===== config.mk =====
export PLATFORM = sky130hd
export DESIGN_NAME = circle_sprite_layer
export DESIGN_NICKNAME = d
export VERILOG_FILES = /design/src/rtl/circle_sprite_layer.sv
export SDC_FILE = /design/constraint.sdc
export NUM_CORES = 1
export LEC_CHECK = 0
export BUFFER_PORTS_ARGS = -buffer_cell sky130_fd_sc_hd__buf_4
export CAP_MARGIN = 40
export CELL_PAD_IN_SITES_DETAIL_PLACEMENT = 1
export CELL_PAD_IN_SITES_GLOBAL_PLACEMENT = 1
export CORE_MARGIN = 10
export CORE_UTILIZATION = 44
export DETAILED_ROUTE_END_ITERATION = 10
export PLACE_DENSITY_LB_ADDON = 0.1
export SKIP_LAST_GASP = 1
export SYNTH_ARGS = -nofsm -noshare
export SYNTH_HDL_FRONTEND = slang
export SYNTH_SLANG_ARGS = --single-unit

===== constraint.sdc =====
create_clock -name clk -period 6.8 [get_ports clk]
set_clock_uncertainty 0.05 [all_clocks]
set_input_delay 1.36 -clock clk [delete_from_list [all_inputs] [get_ports clk]]
set_output_delay 1.36 -clock clk [all_outputs]
set_load 0.005 [all_outputs]

===== src/rtl/circle_sprite_layer.sv =====
// rtl/circle_sprite_layer.sv - bouncing filled/ring circle sprites over a 96x64 OLED pixel stream
module circle_sprite_layer #(
  parameter int          N_CIRC = 2,
  parameter int          ID_W   = 1,
  parameter int          SCR_W  = 96,
  parameter int          SCR_H  = 64,
  parameter int          RING_W = 2,
  parameter int          SPEED  = 1,
  parameter logic [15:0] BG     = 16'h0000
) (
  input  logic                  clk,
  input  logic                  rst_n,
  input  logic [12:0]           pixel_index,
  input  logic                  frame_tick,
  input  logic [5:0]            radius,
  input  logic                  ring_mode,
  input  logic                  move_en,
  input  logic [N_CIRC-1:0]     enable,
  input  logic [16*N_CIRC-1:0]  colours,
  input  logic                  load,
  input  logic [ID_W-1:0]       load_id,
  input  logic [6:0]            load_x,
  input  logic [6:0]            load_y,
  output logic [15:0]           oled_data,
  output logic [7*N_CIRC-1:0]   pos_x,
  output logic [7*N_CIRC-1:0]   pos_y
);

  logic [6:0]        cx [N_CIRC];
  logic [6:0]        cy [N_CIRC];
  logic [N_CIRC-1:0] dir_x;  // 1 = moving towards larger coordinates
  logic [N_CIRC-1:0] dir_y;
  logic [7:0]        nx [N_CIRC];
  logic [7:0]        ny [N_CIRC];

  logic [6:0]        px, py;
  logic              in_range_s1;
  logic [6:0]        dx_s1 [N_CIRC];
  logic [6:0]        dy_s1 [N_CIRC];
  logic [15:0]       next_data;

  // Returns {flip, new_centre}; 9-bit arithmetic keeps c+SPEED+r from wrapping.
  function automatic logic [7:0] step_axis(input logic [6:0] c, input logic up,
                                           input logic [5:0] r, input logic [8:0] size);
    logic [8:0] cw, rw, spd, lim;
    cw  = {2'b00, c};
    rw  = {3'b000, r};
    spd = 9'(SPEED);
    lim = size - 9'd1;
    if ((rw << 1) + 9'd1 > size)
      step_axis = {1'b0, c};
    else if (up)
      step_axis = (cw + spd + rw > lim) ? {1'b1, 7'(lim - rw)} : {1'b0, 7'(cw + spd)};
    else
      step_axis = (cw < rw + spd) ? {1'b1, 7'(rw)} : {1'b0, 7'(cw - spd)};
  endfunction

  function automatic logic [6:0] abs_diff(input logic [6:0] a, input logic [6:0] b);
    abs_diff = (a >= b) ? a - b : b - a;
  endfunction

  always_comb begin
    pos_x = '0;
    pos_y = '0;
    for (int i = 0; i < N_CIRC; i++) begin
      nx[i] = step_axis(cx[i], dir_x[i], radius, 9'(SCR_W));
      ny[i] = step_axis(cy[i], dir_y[i], radius, 9'(SCR_H));
      pos_x[7*i +: 7] = cx[i];
      pos_y[7*i +: 7] = cy[i];
    end
  end

  always_ff @(posedge clk or negedge rst_n) begin
    if (!rst_n) begin
      for (int i = 0; i < N_CIRC; i++) begin
        cx[i] <= 7'(SCR_W / 2);
        cy[i] <= 7'(SCR_H / 2);
      end
      dir_x <= '1;
      dir_y <= '1;
    end else begin
      for (int i = 0; i < N_CIRC; i++) begin
        if (load && load_id == ID_W'(i)) begin
          cx[i] <= load_x;
          cy[i] <= load_y;
        end else if (frame_tick && move_en) begin
          cx[i] <= nx[i][6:0];
          cy[i] <= ny[i][6:0];
          if (nx[i][7]) dir_x[i] <= ~dir_x[i];
          if (ny[i][7]) dir_y[i] <= ~dir_y[i];
        end
      end
    end
  end

  assign px = 7'(pixel_index % 13'(SCR_W));
  assign py = 7'(pixel_index / 13'(SCR_W));

  always_ff @(posedge clk or negedge rst_n) begin
    if (!rst_n) begin
      in_range_s1 <= 1'b0;
      for (int i = 0; i < N_CIRC; i++) begin
        dx_s1[i] <= '0;
        dy_s1[i] <= '0;
      end
    end else begin
      in_range_s1 <= pixel_index < 13'(SCR_W * SCR_H);
      for (int i = 0; i < N_CIRC; i++) begin
        dx_s1[i] <= abs_diff(px, cx[i]);
        dy_s1[i] <= abs_diff(py, cy[i]);
      end
    end
  end

  // A ring thinner than its own width degenerates to a filled disc.
  always_comb begin
    logic [11:0] rw, iw, rr, ri;
    logic [14:0] dxw, dyw, d2;
    logic        ring_eff, found;
    rw       = 12'(radius);
    iw       = 12'(radius - 6'(RING_W));
    rr       = rw * rw;
    ri       = iw * iw;
    ring_eff = ring_mode && (radius > 6'(RING_W));
    found    = 1'b0;
    next_data = BG;
    for (int i = 0; i < N_CIRC; i++) begin
      dxw = 15'(dx_s1[i]);
      dyw = 15'(dy_s1[i]);
      d2  = dxw * dxw + dyw * dyw;
      if (!found && enable[i] && d2 <= 15'(rr) && (!ring_eff || d2 > 15'(ri))) begin
        found     = 1'b1;
        next_data = colours[16*i +: 16];
      end
    end
    if (!in_range_s1) next_data = BG;
  end

  always_ff @(posedge clk or negedge rst_n) begin
    if (!rst_n) oled_data <= BG;
    else        oled_data <= next_data;
  end

endmodule


==> impl_metrics.tcl <==
set metrics [dict create \
    num_antenna_cells 0 \
    place_congestion 0.9216 \
    hold_buffers 0 \
    hold_path_depth 2 \
    met3_length_mm 2.421 \
    critical_path_class "in -> reg" \
    grt_usage_pct 24.58 \
    wl_met1_mm 25.30 \
    final_nets 2771 \
    cts_sinks 77 \
    outcome "complete, but fails checks" \
    synth_ff_type "dfrtp_1" \
    grt_pass1_wl_mm 92.11 \
    place_area_mm2 0.01964 \
    startpoint_type "input pin" \
    start_util_pct 44.79 \
    cts_tree "yes" \
    max_freq_ghz 0.1368 \
    fill_cells 4583 \
    critical_path.max_stage_delay_ns 0.55 \
    portBuffers 117 \
    cts_max_level 3 \
    vias 15690 \
    endpoint_kind "flop" \
    drc 0 \
    totalWireLength_mm 58.43 \
    cap_violations 0 \
    arrival_ns 7.52 \
    fin_crit_sh_pct 107.5 \
    cp_data_required_time_ns 7.01 \
    crit_path_frequent_cell "fa_1" \
    dpl.hpwl_mm 48.89 \
    worst_slew_pin_slew_ns 0.9694 \
    relSlewSlack_pct 34.78 \
    routedWlPerCell_um 21.09 \
    core-area_mm2 0.03784 \
    cts_buffer_depth 2 \
    fp.dieArea_mm2 0.04677 \
    layout-drive-gt1-share_pct 17.97 \
    hold_viol 0 \
    clockRootBuffer "clkbuf_16" \
    fin_setup_tns_ns -7.911 \
    io_pins 118 \
    synth-async-reset-ratio_pct 100.0 \
    antenna_found_initial 0 \
    final_cell_mix "buf_4, ha_1, inv_1, fa_1, nor2_1" \
    crit_path_max_fanout 16 \
    synth_warnings 0 \
    layout_min_cycle_time_ns 7.311 \
    worst-r2r-cell-count 32 \
    synth_cells 1995 \
    grt_start_max_net_pins 46 \
    final_max_slew_viol_count 0 \
    synth_cell_types 88 \
    crit_slowest_cell "fa_1" \
    via_per_inst 5.664 \
    rows 71 \
    syn-mean-instance-area_um2 8.496 \
    path_clk_slew_ns 0.08 \
    clock_latency_ns 0.38 \
    postLayoutCoreUtil_pct 53.32 \
    syn-cell-area_mm2 0.01695 \
    syn-num-nets 2512 \
    grt_pass1_vias 17010 \
    grt-ovfl-total 0 \
    cts_inserted_buffers 9 \
    met2_length_mm 29.07 \
    postSynthRegisterBits 77 \
    die_w_um 216.3 \
    design_area_mm2 0.02018 \
    setup_violations 16 \
    hold_path_class "reg -> reg" \
    first_pass_iters 5 \
    drt_iter0_drc 824 \
    yosysSeqAreaShare_pct 11.44 \
    die_y_um 216.3 \
    rsz0062_at_grt "true" \
    ant_nets 0 \
    syn_to_final_growth_pct 19.05 \
    layout_commonest_cell "buf_4" \
    violations "setup timing" \
    top_layer "met4" \
    setup_ws_ns -0.5107 \
    synth-edff-count 0 \
]
## worst max-delay path: cells and delay by family
| family | cells | cell delay, ns |
|---|---|---|
| XOR/XNOR | 2 | 0.48 |
| AND/OR/NAND/NOR | 8 | 1.24 |
| AO/OA/AOI/OAI | 7 | 1.03 |
| adder cells (fa/ha/maj) | 7 | 2.39 |
| buffers and inverters | 9 | 1.00 |
## cell usage after synthesis, types with 6 or more instances
| library cell | instances | area, µm² |
|---|---|---|
| inv_1 | 268 | 1006 |
| nor2b_1 | 30 | 187.7 |
| xor2_1 | 21 | 183.9 |
| o21ai_1 | 21 | 105.1 |
| a22o_1 | 19 | 166.4 |
| ha_1 | 294 | 3679 |
| a221oi_1 | 15 | 131.4 |
| a31oi_1 | 19 | 118.9 |
| dfrtp_1 | 67 | 1677 |
| nand2_1 | 142 | 533.0 |
| clkbuf_1 | 42 | 157.7 |
| o31a_1 | 7 | 61.31 |
| a211oi_1 | 19 | 142.6 |
| nor4_1 | 9 | 56.30 |
| or3_1 | 12 | 75.07 |
| xnor2_1 | 78 | 683.2 |
| nor3_1 | 41 | 205.2 |
| nor2_1 | 142 | 533.0 |
| and3_1 | 8 | 50.05 |
| mux2_2 | 9 | 101.4 |
| or2_2 | 6 | 37.54 |
| o21a_1 | 23 | 172.7 |
| o31ai_1 | 8 | 60.06 |
| a21o_1 | 33 | 247.7 |
| nand3b_1 | 6 | 45.04 |
| o21bai_1 | 9 | 67.56 |
| a21oi_1 | 101 | 505.5 |
| nand2b_1 | 27 | 168.9 |
| fa_1 | 149 | 2983 |
| o211ai_1 | 8 | 60.06 |
| nand3_1 | 62 | 310.3 |
| and2_1 | 61 | 381.6 |
| o21ai_0 | 76 | 380.4 |
| o22ai_1 | 9 | 56.30 |
| dfstp_2 | 10 | 262.8 |
| mux2i_1 | 32 | 320.3 |
| nand4_1 | 12 | 75.07 |
## path summary, 6_finish.rpt
| path | end | from | slack (ns) |
|---|---|---|---|
| min in group asynchronous | pos_y[13]$_DFFE_PN0P_ | rst_n | 0.89 |
| max in group asynchronous | oled_data[15]$_DFF_PN0_ | rst_n | 4.77 |
| worst min-delay path | dir_y[1]$_DFFE_PN1P_ | dir_y[1]$_DFFE_PN1P_ | 0.59 |
| worst max-delay path | oled_data[1]$_DFF_PN0_ | radius[1] | -0.51 |
| worst min register to register | dir_y[1]$_DFFE_PN1P_ | dir_y[1]$_DFFE_PN1P_ | 0.59 |
| worst max register to register | oled_data[1]$_DFF_PN0_ | dx_s1[11]$_DFF_PN0_ | -0.51 |
## area by class of cell
type                            instances  area (µm²)  area share (%)
Timing Repair Buffer                  297        2282           11.31
Sequential cell                        77        1939           9.611
Multi-Input combinational cell       1596       13990           69.35
Clock inverter                          7       67.56          0.3348
Tap cell                              511       639.4           3.169
Inverter                              273        1031           5.109
Clock buffer                            9       225.2           1.116
## timing repair
item | 4_1_cts | 5_1_grt
pin swaps | 25 | 24
buffers inserted | 4 | 21
gates resized for setup | 16 | 21
cloned | 1 | 0
endpoints found under the setup margin | 16 | 16
## cell families after synthesis
group / synth area share [%]
AOI/OAI and AO/OA: 17.59
muxes: 2.621
xor gates and xnor gates: 5.116
DFF: 11.44
buffers and inverters: 7.264
adders and majority gates: 39.36
other: 0.02213
and+or+nand+nor: 16.58
## metal layers
metal  track usage (%)  vias up
met3             2.786       83
met2             42.73      359
li1                  -     7390
met5                 0        -
met4             7.737        0
met1             31.20     7857
## sequential cells by signal, indices dropped and copies added, names as in the netlist
signal and flops:
pos_x 14, dir_y 2, dy_s1 14, oled_data 16, dx_s1 14, in_range_s1 1, dir_x 2, pos_y 14
## per-stage QoR
| step | worst slack (ns) | std cells | hold slack, ns |
|---|---|---|---|
| global placement | -0.7436 | 2741 | 0.5583 |
| CTS | -0.5401 | 2764 | 0.5887 |
| finish | -0.5107 | 2770 | 0.5942 |
| floorplan | -0.6370 | 1995 | 0.5499 |
| global route | -0.8239 | 2770 | 0.6264 |
| detailed placement | -0.9620 | 2743 | 0.5793 |
Power is left out: the tool's default activity adds up to more than one toggle a clock period on the data nets, which glitch-free logic cannot reach.
